==> src/rtl/uart_transmitter.sv <==
// uart_transmitter
//   Serialises one byte per request onto a single-wire UART line.
//   Frame: start (0), d0..d7 LSB first, optional parity, one stop (1).
//   Each bit is held on tx for CLKS_PER_BIT clocks.
//
// Ports
//   clk    in   system clock, all logic on posedge
//   reset  in   synchronous active-high reset
//   data   in   [7:0] byte to send, sampled only on the accepting edge
//   send   in   transmit request, level-sensitive, only looked at in IDLE
//   tx     out  serial line, idles high
//   busy   out  high while a frame is in progress
//   done   out  one-cycle pulse in the first IDLE cycle after a stop bit
//
// state  | meaning
// -------+---------------------------------------------------------
// IDLE   | line high, waiting for send
// START  | start bit (tx=0)
// DATA   | data bits, tx = shift[0], shift right at each bit boundary
// PARITY | parity bit (only when PARITY_EN)
// STOP   | stop bit (tx=1), then back to IDLE with a done pulse

module uart_transmitter #(
  parameter int CLKS_PER_BIT = 1,
  parameter bit PARITY_EN    = 1'b1,
  parameter bit PARITY_ODD   = 1'b0
) (
  input  logic       clk,
  input  logic       reset,
  input  logic [7:0] data,
  input  logic       send,
  output logic       tx,
  output logic       busy,
  output logic       done
);

  localparam int CW = (CLKS_PER_BIT < 2) ? 1 : $clog2(CLKS_PER_BIT + 1);
  localparam logic [CW-1:0] CNT_LAST = CW'(CLKS_PER_BIT - 1);

  typedef enum logic [2:0] {
    S_IDLE   = 3'd0,
    S_START  = 3'd1,
    S_DATA   = 3'd2,
    S_PARITY = 3'd3,
    S_STOP   = 3'd4
  } state_t;

  state_t        state, state_n;
  logic [CW-1:0] cnt, cnt_n;
  logic [2:0]    bit_idx, bit_n;
  logic [7:0]    shift, shift_n;
  logic          par, par_n;
  logic          tx_n, busy_n, done_n;
  logic          bit_end;

  assign bit_end = (cnt == CNT_LAST);

  always_ff @(posedge clk) begin
    if (reset) begin
      state   <= S_IDLE;
      cnt     <= '0;
      bit_idx <= '0;
      shift   <= '0;
      par     <= 1'b0;
      tx      <= 1'b1;
      busy    <= 1'b0;
      done    <= 1'b0;
    end else begin
      state   <= state_n;
      cnt     <= cnt_n;
      bit_idx <= bit_n;
      shift   <= shift_n;
      par     <= par_n;
      tx      <= tx_n;
      busy    <= busy_n;
      done    <= done_n;
    end
  end

  always_comb begin
    state_n = state;
    cnt_n   = cnt;
    bit_n   = bit_idx;
    shift_n = shift;
    par_n   = par;
    done_n  = 1'b0;

    case (state)
      S_IDLE: begin
        cnt_n = '0;
        bit_n = '0;
        if (send) begin
          shift_n = data;
          par_n   = (^data) ^ PARITY_ODD;
          state_n = S_START;
        end
      end

      S_START: begin
        if (bit_end) begin
          cnt_n   = '0;
          state_n = S_DATA;
        end else begin
          cnt_n = cnt + 1'b1;
        end
      end

      S_DATA: begin
        if (bit_end) begin
          cnt_n   = '0;
          shift_n = {1'b0, shift[7:1]};
          if (bit_idx == 3'd7) begin
            state_n = PARITY_EN ? S_PARITY : S_STOP;
          end else begin
            bit_n = bit_idx + 3'd1;
          end
        end else begin
          cnt_n = cnt + 1'b1;
        end
      end

      S_PARITY: begin
        if (bit_end) begin
          cnt_n   = '0;
          state_n = S_STOP;
        end else begin
          cnt_n = cnt + 1'b1;
        end
      end

      S_STOP: begin
        if (bit_end) begin
          cnt_n   = '0;
          state_n = S_IDLE;
          done_n  = 1'b1;
        end else begin
          cnt_n = cnt + 1'b1;
        end
      end

      default: begin
        state_n = S_IDLE;
        cnt_n   = '0;
        bit_n   = '0;
        shift_n = '0;
        par_n   = 1'b0;
      end
    endcase
  end

  // Outputs are decoded from the next state so that the registered tx/busy
  // line up with the state register (tx low the cycle after acceptance).
  always_comb begin
    tx_n = 1'b1;
    case (state_n)
      S_START:  tx_n = 1'b0;
      S_DATA:   tx_n = shift_n[0];
      S_PARITY: tx_n = par_n;
      default:  tx_n = 1'b1;
    endcase
    busy_n = (state_n != S_IDLE);
  end

endmodule

==> config.mk <==
export PLATFORM = sky130hd
export DESIGN_NAME = uart_transmitter
export DESIGN_NICKNAME = d
export VERILOG_FILES = /design/src/rtl/uart_transmitter.sv
export SDC_FILE = /design/constraint.sdc
export NUM_CORES = 1
export LEC_CHECK = 0
export BUFFER_PORTS_ARGS = -buffer_cell sky130_fd_sc_hd__buf_2
export CAP_MARGIN = 20
export CELL_PAD_IN_SITES_DETAIL_PLACEMENT = 0
export CELL_PAD_IN_SITES_GLOBAL_PLACEMENT = 1
export CORE_MARGIN = 2
export CORE_UTILIZATION = 40
export DETAILED_ROUTE_END_ITERATION = 8
export GPL_TIMING_DRIVEN = 0
export PLACE_DENSITY_LB_ADDON = 0.1
export SYNTH_ARGS = -nofsm -noshare
export SYNTH_HDL_FRONTEND = slang
export SYNTH_SLANG_ARGS = --single-unit
export TNS_END_PERCENT = 30
==> constraint.sdc <==
create_clock -name clk -period 1.7 [get_ports clk]
set_input_delay 0.34 -clock clk [delete_from_list [all_inputs] [get_ports clk]]
set_output_delay 0.34 -clock clk [all_outputs]
set_load 0.1 [all_outputs]
==> results.md <==
Placed design:
- Counting tap cells, the placed design contains a total of 139 instances.
- The HPWL after detailed placement is 1310 microns.
- Port buffering added 12 buffers.
- The placed instances occupy a cell area of 996 sq um.
- The placer congestion estimate is 0.708.
- Before CTS, the worst setup slack after placement is -14.7 ps.

Clocking:
- The cell sitting at the root of the clock tree is a sky130_fd_sc_hd__clkbuf_4.
- For this design, the CTS-stage hold fixing added 0 buffers.
- The worst-skew pair later-pin latency is 300 ps.
- Clock tree synthesis found a total of 19 sinks.
- The number of buffers created by CTS is 3.
- In this run the number of H-tree levels came out at 1.
- The TritonCTS clock tree is done.
- Clock-pin slew was measured on the worst setup and hold paths at 110 ps.
- The clock passes through at most 2 buffers.

Detailed routing:
- The wire length reported by the detailed router is 1850 microns.
- The via count is 813.
- In this run, the number of DRC markers left after iteration 0 of detailed routing was 31.
- The average vias per placed instance is 5.69.
- For this run, the detailed router's first-pass iteration total came to 4.
- The number of design rule violations left after detail routing is 0.
- The residual antenna-violating net count after detailed routing is 0.
- The post-detailed-route wirelength per cell is 13.0 microns.

STA:
- The worst hold margin is 307 ps.
- The maximum clock rate is 616 MHz.
- The number of pins with negative max-slew slack in the final report is 0.
- The worst path meets setup with 77.8 ps of slack.
- For the final routed database, the setup TNS stands at 0 ps.
- The shortest clock period the worst path allows after layout is 1620 ps.
- Setup violations remaining at the end of the flow were counted as 0.
- The worst path uses 95.4% of the clock period.
- The worst-case clock skew is 4.48 ps.
- Setup repair after global routing left no endpoint under its margin.
- The final hold violation count is 0.

Power:
- In this run the static leakage power is 0.390 nW.
- Summed over all nets, the switching power comes to 320 uW.
- The power density over the cells is 932 nW/um^2.
- The share of total power dissipated in sequential elements is 49.5%.
- Cell internal power was estimated by the tool at 685 uW.
- The worst-case IR drop observed on VDD is 0.535 mV.
- The power share of the clock group is 23.2%.
- Summing internal, switching and leakage power gives 1.00 mW.
- Of the total power, the share spent switching nets is 31.8%.
- The share of power burned in combinational logic is 27.3%.

Final layout:
- The post-route netlist has 28.7% of its cells at a drive strength greater than 1.
- The finished cells cover 1080 sq um.
- Excluding fillers, the count of instances in the completed layout stands at 143.
- Measured on the finished design, the core utilization comes to 49.7%.
- The net count of the finished layout is 129.
- The layout has 229 filler cells.
- The repair_antennas step left the layout with diodes totalling 0.
- Relative to the synthesized area, the layout overhead comes to 19.7%.

Worst setup path:
- The critical-path maximum fanout is 3.
- For the worst setup path, the data arrival time is 1860 ps.
- The slowest stage cell on the critical path is sky130_fd_sc_hd__or4_4.
- Walking the worst path, the cells encountered are ha_2, ha_2, o21ai_2, a21oi_4, or4_4, a21oi_2.
- On the critical path the largest part of the delay comes from simple AND/OR/NAND/NOR gates.
- The element type at the critical path end is a flop.
- The required time of the critical path is 1940 ps.
- The setup path with the least slack is of type reg -> reg.
- The launching element type of the critical path is a flop.
- In this design, the critical path's most frequently occurring cell is sky130_fd_sc_hd__ha_2.
- The number of buffers and inverters on the critical path is 0.
- The delay of the slowest cell on the worst path is 480 ps.

Yosys:
- The largest total area in the synthesized netlist belongs to sky130_fd_sc_hd__dfxtp_1.
- The number of nets in the synthesized netlist is 112.
- A synthesized cell averages 9.10 sq um.
- The share of synthesized area in the top cell type comes to 42.2%.
- After synthesis, the netlist uses 29 different library cells.
- The cell count after synthesis is 99.
- For this run, the number of Yosys warnings is 0.
- Sequential cells were found to cover 42.2% of the synthesized design area.
- The post-synthesis cell area is 901 sq um.
- In this run, synthesis produced a sequential element count of 19.
- Sorting the synthesized cells by area gives the leading types as sky130_fd_sc_hd__dfxtp_1, sky130_fd_sc_hd__a222oi_1, sky130_fd_sc_hd__xnor2_1, sky130_fd_sc_hd__nor2_1, sky130_fd_sc_hd__a21oi_1.

Global routing:
- The via count of the first global-routing pass is 700.
- The initial antenna violation count is 0.
- The total global routing overflow is 0.
- The largest net degree at the start of global routing is 11.
- In the global route stage, overall resource usage came out at 16.2%.
- The first global-routing pass estimated 3140 microns of wire.

Floorplanning:
- The die extent in y is 51.5 microns.
- The die covers 2650 sq um.
- The row count is 17.
- In this run the count of I/O pins placed on the die edge is 14.
- The area of the placeable core is 2170 sq um.
- The die is 51.5 microns wide.
- The initial utilization of the core area, before any placement, comes to 41.5%.

Hold path:
- The class of the tightest hold or removal check is in -> reg.

Outcome:
- The flow ran to the end, and the final reports show no timing, DRC or antenna violations.

Flow run:
- Across the run, the number of max-cap violations was 0.
==> flip-flops by register name, summed over array words and instances, names as in the netlist <==
register	count
busy	1
par	1
shift	8
bit_idx	3
tx	1
state	3
cnt	1
done	1
==> metal layers <==
| layer | track usage, % | routed length [microns] | up-vias |
|---|---|---|---|
| li1 | - | - | 397 |
| met1 | 20.8 | 842 | 389 |
| met2 | 25.4 | 889 | 22 |
| met3 | 3.51 | 82 | 5 |
| met4 | 7.89 | 38 | 0 |
| met5 | 0 | 0 | - |
==> timing repair <==
item	CTS	global route
resized for setup	4	12
buffers inserted	0	1
endpoints found under the setup margin	1	9
pin swaps	1	4
==> logic make-up after synthesis <==
family | share of synthesized area (%)
simple gates | 19.6
other cells | 0.416
buf+inv | 5.28
compound gates | 21.9
xor+xnor | 7.78
flops | 42.2
fa+ha+maj | 2.78
==> layout make-up <==
class                           instances  area [sq um]  area share, %
Buffer                                  6          35.0           3.25
Multi-Input combinational cell         70           520           48.3
Tap cell                               28          35.0           3.25
Sequential cell                        19           383           35.5
Clock buffer                            4          26.3           2.44
Inverter                                3          11.3           1.04
Timing Repair Buffer                   13          67.6           6.26
==> power by group through the flow <==
stage / clock network, mW / logic (mW) / registers [mW]
floorplan: 0 / 0.159 / 0.539
detailed placement: 0 / 0.250 / 0.503
finish: 0.233 / 0.275 / 0.497
global placement: 0 / 0.247 / 0.502
global route: 0.259 / 0.301 / 0.501
CTS: 0.237 / 0.253 / 0.493
==> placed cells by master (no fill, tap or decap), types with 2 or more instances in the layout <==
master	synthesis	layout
sky130_fd_sc_hd__nor2_1	11	10
sky130_fd_sc_hd__nand4b_1	2	2
sky130_fd_sc_hd__o21ai_0	6	5
sky130_fd_sc_hd__a21oi_1	8	6
sky130_fd_sc_hd__xnor2_1	8	8
sky130_fd_sc_hd__inv_1	3	3
sky130_fd_sc_hd__nand2_1	2	2
sky130_fd_sc_hd__ha_2	0	2
sky130_fd_sc_hd__nor3_1	4	4
sky130_fd_sc_hd__dfxtp_1	19	17
sky130_fd_sc_hd__dfxtp_2	0	2
sky130_fd_sc_hd__and2_1	2	2
sky130_fd_sc_hd__or2_2	2	2
sky130_fd_sc_hd__clkbuf_4	0	3
sky130_fd_sc_hd__buf_2	2	13
sky130_fd_sc_hd__a222oi_1	7	7
sky130_fd_sc_hd__clkbuf_1	3	3
sky130_fd_sc_hd__buf_4	0	2
sky130_fd_sc_hd__nor2b_1	3	3
==> tightest hold or removal path, delay by kind of cell <==
family	cells	cell delay, ps
and+or+nand+nor	1	70
AOI/OAI and AO/OA	1	60
buffers and inverters	1	100
==> worst paths after layout <==
check | from | end | slack (ps) | cells past startpoint
min | data[2] | shift[2]$_SDFFE_PP0P_ | 310 | 3
max reg2reg | bit_idx[0]$_SDFFE_PP0P_ | bit_idx[0]$_SDFFE_PP0P_ | 80 | 6
min reg2reg | bit_idx[1]$_SDFFE_PP0P_ | bit_idx[1]$_SDFFE_PP0P_ | 490 | 2
max | bit_idx[0]$_SDFFE_PP0P_ | bit_idx[0]$_SDFFE_PP0P_ | 80 | 6
==> cells in the mapped netlist (all sizes together) <==
cell,instances
o21ai,6
clkbuf,3
nand2,2
a2bb2oi,1
nand3b,1
nor4,1
nor3,4
nor2,12
a2111oi,2
buf,4
a22oi,1
inv,3
or2,2
and2,2
o31ai,1
or3b,1
a21oi,8
dfxtp,19
nand4b,2
or4,2
a222oi,7
nor2b,3
conb,1
ha,2
o32ai,1
xnor2,8
No activity file was read; power rests on OpenSTA's default activity.
